[src/rtl/adder_pipe_if.sv]
// Operand/result bus for the pipelined add/subtract unit.
// master = upstream/downstream environment, slave = the adder itself.
interface adder_pipe_if #(
  parameter int unsigned WIDTH = 32
) ();
  logic             in_valid;
  logic             in_ready;
  logic [WIDTH-1:0] a;
  logic [WIDTH-1:0] b;
  logic             sub;
  logic             cin;
  logic             out_valid;
  logic             out_ready;
  logic [WIDTH-1:0] s;
  logic             of;
  logic             eq;
  logic             cary;
  logic             zero;

  modport master (
    output in_valid, a, b, sub, cin, out_ready,
    input  in_ready, out_valid, s, of, eq, cary, zero
  );

  modport slave (
    input  in_valid, a, b, sub, cin, out_ready,
    output in_ready, out_valid, s, of, eq, cary, zero
  );
endinterface

[src/rtl/adder_pipe.sv]
// Pipelined add/subtract unit: WIDTH/CHUNK carry-chained segments, one per stage,
// an input capture rank, and a registered output with sum and flags.
module adder_pipe #(
  parameter int unsigned WIDTH = 32,
  parameter int unsigned CHUNK = 8
) (
  input logic         clk,
  input logic         rst,
  adder_pipe_if.slave bus
);
  localparam int unsigned L = WIDTH / CHUNK;

  // Rank k holds an operation whose chunks 0..k-1 are already summed.
  logic             valid_q [L];
  logic [WIDTH-1:0] opa_q   [L];
  logic [WIDTH-1:0] opb_q   [L];
  logic [WIDTH-1:0] sum_q   [L];
  logic             cy_q    [L];
  logic             eqf_q   [L];

  logic [WIDTH-1:0] nsum [L];
  logic             ncy  [L];
  logic [CHUNK:0]   stage_r;

  logic             out_valid_q;
  logic [WIDTH-1:0] s_q;
  logic             of_q;
  logic             eq_q;
  logic             cary_q;
  logic             zero_q;

  logic             adv;

  // The whole pipe moves only when the output slot is empty or being drained.
  assign adv          = !out_valid_q || bus.out_ready;
  assign bus.in_ready = adv;

  assign bus.out_valid = out_valid_q;
  assign bus.s         = s_q;
  assign bus.of        = of_q;
  assign bus.eq        = eq_q;
  assign bus.cary      = cary_q;
  assign bus.zero      = zero_q;

  // Each rank resolves its own chunk using the carry handed down from the previous rank.
  always_comb begin
    stage_r = '0;
    for (int k = 0; k < L; k++) begin
      stage_r = {1'b0, opa_q[k][k*CHUNK +: CHUNK]} + {1'b0, opb_q[k][k*CHUNK +: CHUNK]}
              + {{CHUNK{1'b0}}, cy_q[k]};
      nsum[k] = sum_q[k];
      nsum[k][k*CHUNK +: CHUNK] = stage_r[CHUNK-1:0];
      ncy[k] = stage_r[CHUNK];
    end
  end

  // Capture, shift and output registers; all hold together when the output is stalled.
  always_ff @(posedge clk or posedge rst) begin
    if (rst) begin
      for (int k = 0; k < L; k++) begin
        valid_q[k] <= 1'b0;
        opa_q[k]   <= '0;
        opb_q[k]   <= '0;
        sum_q[k]   <= '0;
        cy_q[k]    <= 1'b0;
        eqf_q[k]   <= 1'b0;
      end
      out_valid_q <= 1'b0;
      s_q         <= '0;
      of_q        <= 1'b0;
      eq_q        <= 1'b0;
      cary_q      <= 1'b0;
      zero_q      <= 1'b0;
    end else if (adv) begin
      // Subtract is A + ~B + 1, so cin is overridden by the forced carry.
      valid_q[0] <= bus.in_valid;
      opa_q[0]   <= bus.a;
      opb_q[0]   <= bus.sub ? ~bus.b : bus.b;
      sum_q[0]   <= '0;
      cy_q[0]    <= bus.sub | bus.cin;
      eqf_q[0]   <= (bus.a == bus.b);
      for (int k = 1; k < L; k++) begin
        valid_q[k] <= valid_q[k-1];
        opa_q[k]   <= opa_q[k-1];
        opb_q[k]   <= opb_q[k-1];
        sum_q[k]   <= nsum[k-1];
        cy_q[k]    <= ncy[k-1];
        eqf_q[k]   <= eqf_q[k-1];
      end
      out_valid_q <= valid_q[L-1];
      s_q         <= nsum[L-1];
      cary_q      <= ncy[L-1];
      eq_q        <= eqf_q[L-1];
      of_q        <= (opa_q[L-1][WIDTH-1] == opb_q[L-1][WIDTH-1]) &&
                     (nsum[L-1][WIDTH-1] != opa_q[L-1][WIDTH-1]);
      zero_q      <= (nsum[L-1] == '0);
    end
  end
endmodule
[src/flat_wrapper.sv]
// flat-port wrapper written by rule: the top's interface ports become plain ports
module adder_pipe_flat 
#(
  parameter int unsigned WIDTH = 32,
  parameter int unsigned CHUNK = 8
)
  (clk, rst, bus_in_valid, bus_a, bus_b, bus_sub, bus_cin, bus_out_ready, bus_in_ready, bus_out_valid, bus_s, bus_of, bus_eq, bus_cary, bus_zero);
  adder_pipe_if #(.WIDTH(WIDTH)) bus_i ();
  input logic clk;
  input logic rst;
  input wire logic [$bits(bus_i.in_valid)-1:0] bus_in_valid;
  input wire logic [$bits(bus_i.a)-1:0] bus_a;
  input wire logic [$bits(bus_i.b)-1:0] bus_b;
  input wire logic [$bits(bus_i.sub)-1:0] bus_sub;
  input wire logic [$bits(bus_i.cin)-1:0] bus_cin;
  input wire logic [$bits(bus_i.out_ready)-1:0] bus_out_ready;
  output wire logic [$bits(bus_i.in_ready)-1:0] bus_in_ready;
  output wire logic [$bits(bus_i.out_valid)-1:0] bus_out_valid;
  output wire logic [$bits(bus_i.s)-1:0] bus_s;
  output wire logic [$bits(bus_i.of)-1:0] bus_of;
  output wire logic [$bits(bus_i.eq)-1:0] bus_eq;
  output wire logic [$bits(bus_i.cary)-1:0] bus_cary;
  output wire logic [$bits(bus_i.zero)-1:0] bus_zero;
  assign bus_i.in_valid = bus_in_valid;
  assign bus_i.a = bus_a;
  assign bus_i.b = bus_b;
  assign bus_i.sub = bus_sub;
  assign bus_i.cin = bus_cin;
  assign bus_i.out_ready = bus_out_ready;
  assign bus_in_ready = bus_i.in_ready;
  assign bus_out_valid = bus_i.out_valid;
  assign bus_s = bus_i.s;
  assign bus_of = bus_i.of;
  assign bus_eq = bus_i.eq;
  assign bus_cary = bus_i.cary;
  assign bus_zero = bus_i.zero;
  adder_pipe #(.WIDTH(WIDTH), .CHUNK(CHUNK)) u_core (.clk(clk), .rst(rst), .bus(bus_i));
endmodule
[config.mk]
export PLATFORM = sky130hd
export DESIGN_NAME = adder_pipe_flat
export DESIGN_NICKNAME = d
export VERILOG_FILES = /design/src/rtl/adder_pipe_if.sv /design/src/rtl/adder_pipe.sv /design/src/flat_wrapper.sv
export SDC_FILE = /design/constraint.sdc
export NUM_CORES = 1
export LEC_CHECK = 0
export ABC_AREA = 1
export CORE_MARGIN = 2
export CORE_UTILIZATION = 40
export CTS_CLUSTER_SIZE = 30
export DETAILED_ROUTE_END_ITERATION = 10
export PLACE_DENSITY = 0.66
export SLEW_MARGIN = 10
export SYNTH_ARGS = -nofsm -noshare
export SYNTH_HDL_FRONTEND = slang
export SYNTH_SLANG_ARGS = --single-unit
[constraint.sdc]
create_clock -name clk -period 12.73 [get_ports clk]
set_clock_uncertainty 0.15 [all_clocks]
set_input_delay 2.546 -clock clk [delete_from_list [all_inputs] [get_ports clk]]
set_output_delay 2.546 -clock clk [all_outputs]
set_load 0.005 [all_outputs]
==> metrics.csv <==
stage;metric;value;unit
pwr;Design Power;3345;uW
routing;1st-iter DRT viols;624;
routing;via count;8597;
routing;drc violations;0;
finish;Final Util;0.4808;
yosys;Yosys cell types;33;
pwr;pwr/cell area;240.5;nW/um^2
setup_path;Reg2Reg Launch Point;u_core.bus.out_valid$_DFFE_PP0P_;
global_routing;largest net degree at the start of global routing;132;
clocking;CTS H-tree lvls;1;
global_routing;GR Util All Layers;0.1612;
clocking;Num CTS Buffers;26;
sta;final setup fails;0;
die;Core Box Area;28940;sq um
yosys;share of the yosys chip area belonging to registers;0.5437;
setup_path;reg-to-reg endpoint;u_core.nsum[18]$_DFFE_PP0P_;
die;# IOs;108;
finish;Antenna diodes;0;
die;num rows;62;
finish;Final nets;1554;
run_status;status;finished clean;
global_routing;total grt overflow;0;
die;Die ar.;30960;sq um
setup_path;Arrival @ worst endpoint;4.57;ns
routing;total routed wirelength;24340;um
sta;hold_ws;0.3120;ns
sta;final hold violations;0;
placed_design;pre-CTS setup slack;5.432;ns
hold_path;Hold EP;u_core.bus.out_valid$_DFFE_PP0P_;
routing;Via-to-Cell Ratio;4.645;
yosys;Mapped Area;11830;sq um
clocking;Post-CTS Hold Buffers;0;
hold_path;worst hold stages;2;
yosys;synthesized net count;1472;
finish;register area;6431;sq um
finish;# fillers;2736;
sta;RSZ-0062 raised after global routing;no;
placed_design;gpl congestion;0.8268;
global_routing;antenna violations before repair;0;
finish;fraction of layout cells with a size suffix above 1;0.04772;
routing;first drt pass iteration count;6;
clocking;CTS Root Buffer Type;clkbuf_16;
setup_path;Reg2Reg Depth;8;
clocking;postcts setup bufs;0;
clocking;# clock sinks;257;
placed_design;Port Buffers;107;
global_routing;first-pass GRT wire length;41500;um
setup_path;CP Capture Type;output port;
setup_path;CP Class;in -> out;
sta;Final period util;0.5707;
hold_path;hold_sp;u_core.valid_q[0]$_DFFE_PP0P_;
yosys;Syn Area/Cell;8.659;sq um
placed_design;Detailed Place HPWL;16320;um
routing;post-route ant nets;0;
setup_path;Worst Path Max Fanout;89;
setup_path;crit path launch type;input pin;
global_routing;via count of the first global-routing pass;8271;
finish;footprint of the multi-input gates;4549;sq um
die;Die X;176.0;um
hold_path;min-delay worst type;reg -> reg;
sta;FMAX;0.1376;GHz
yosys;Post-Synthesis Cells;1366;
sta;crit path time final;7.265;ns
pwr;P_leak;0.006807;uW
sta;Worst Setup Slack, final;5.465;ns
finish;Syn-to-layout area delta;17.61;%
clocking;Worst-Skew Late Latency;0.52;ns
sta;Fin Setup TNS;0;ns
clocking;post_cts resized;0;
sta;Worst Max-Slew Pin Slew;1.085;ns
yosys;flops & latches, synth;257;
clocking;CTS tree;built;
sta;Pins Over Slew Limit;0;
routing;per-cell routed wire length;13.15;um
setup_path;Crit path required time;10.03;ns
clocking;clk slew on worst S/H paths;0.06;ns
pwr;Max VDD drop;0.0001004;V
die;Starting Density;0.4088;
run;max_cap viols;0;
clocking;CTS max path bufs;3;
yosys;Ys Warns;0;
die;Die Ht;176.0;um
sta;Slew headroom;0.2763;
setup_path;flop2flop setup slack;9.16;ns
## cell families after synthesis
logic type,after synthesis,share of synthesized area
and+or+nand+nor,637,0.2123
AOI/OAI and AO/OA,203,0.08949
DFF,257,0.5437
adders and majority gates,36,0.04316
xor gates and xnor gates,53,0.03924
buffers and inverters,180,0.07214
## flip-flops by register name, summed over array words and instances, names as in the netlist, 4 cells and up
register,count
u_core.opb_q,80
u_core.bus.s,32
u_core.opa_q,80
u_core.cy_q,4
u_core.nsum,48
u_core.eqf_q,4
u_core.valid_q,4
## critical path: stages
cell and delay, ns:
clkdlybuf4s50_1 0.45, nor2_4 0.11, buf_4 0.63, inv_6 0.28
clkdlybuf4s50_1 0.54
## cell type report
type	instances	area share
Sequential cell	257	0.4623
Multi-Input combinational cell	929	0.3270
Timing Repair Buffer	114	0.08040
Clock buffer	40	0.05639
Tap cell	384	0.03454
Inverter	120	0.03328
Clock inverter	7	0.006116
## synthesized netlist by cell type
cell type,count,share of area
o22ai_1,2,0.0011
a31o_2,1,0.00074
nor2_1,46,0.015
o21ai_2,5,0.0037
inv_1,119,0.038
buf_4,22,0.014
a21oi_1,20,0.0085
buf_2,17,0.0072
fa_1,8,0.014
or2_2,8,0.0042
nor3_1,3,0.0013
nand2_2,2,0.0011
o21ai_1,5,0.0021
xnor2_1,45,0.033
buf_6,8,0.0076
nand3_1,28,0.012
nand2_1,532,0.17
nand3_2,2,0.0017
o21ai_0,162,0.069
ha_1,28,0.030
clkbuf_1,10,0.0032
nand3b_1,3,0.0019
o311ai_0,1,0.00074
clkbuf_4,3,0.0019
xor2_1,8,0.0059
nor2_2,1,0.00053
nand4_1,11,0.0058
inv_4,1,0.00053
or2_1,1,0.00053
a21oi_2,1,0.00074
dfrtp_1,257,0.54
a31oi_1,4,0.0021
o21bai_1,2,0.0013
## worst max-delay path by stage
stage | startpoint | end | slack [ns]
after floorplan | rst | u_core.bus.cary$_DFFE_PP0P_ | 2.96
after global placement | bus_out_ready | bus_in_ready | 5.43
after detailed placement | bus_out_ready | bus_in_ready | 5.43
after CTS | bus_out_ready | bus_in_ready | 5.43
after global routing | bus_out_ready | bus_in_ready | 5.30
final | bus_out_ready | bus_in_ready | 5.46
## layer usage
metal	vias to the layer above	global-route usage	wire, um
met5	-	0	0
met4	0	0.03134	278
met3	27	0.02627	1132
met2	145	0.2356	10110
met1	3981	0.2532	12810
li1	4444	-	-
## where the power goes
group	switching, uW	internal [uW]	total [uW]
Sequential	195	1170	1370
Combinational	716	494	1210
Clock	304	463	767
Total	1220	2130	3350
## cells in the final DEF, fill, tap and decap left out, types with 3 or more instances in the layout
master	instances
nand2_1	532
dfrtp_1	257
o21ai_0	162
inv_1	118
clkdlybuf4s50_1	106
nor2_1	46
xnor2_1	45
nand3_1	28
ha_1	28
clkbuf_16	27
a21oi_1	20
nand4_1	11
xor2_1	8
or2_2	8
fa_1	8
clkbuf_1	7
buf_4	7
clkbuf_8	6
o21ai_1	5
o21ai_2	5
clkinv_2	5
a31oi_1	4
nand3b_1	3
nor3_1	3
## metrics by stage
stage | std cells | instance area [sq um]
after floorplan | 1366 | 11830
final | 1851 | 13910
after detailed placement | 1804 | 13040
after global placement | 1804 | 13040
after CTS | 1851 | 13910
after global routing | 1851 | 13910
(Power assumes the default switching activity.)
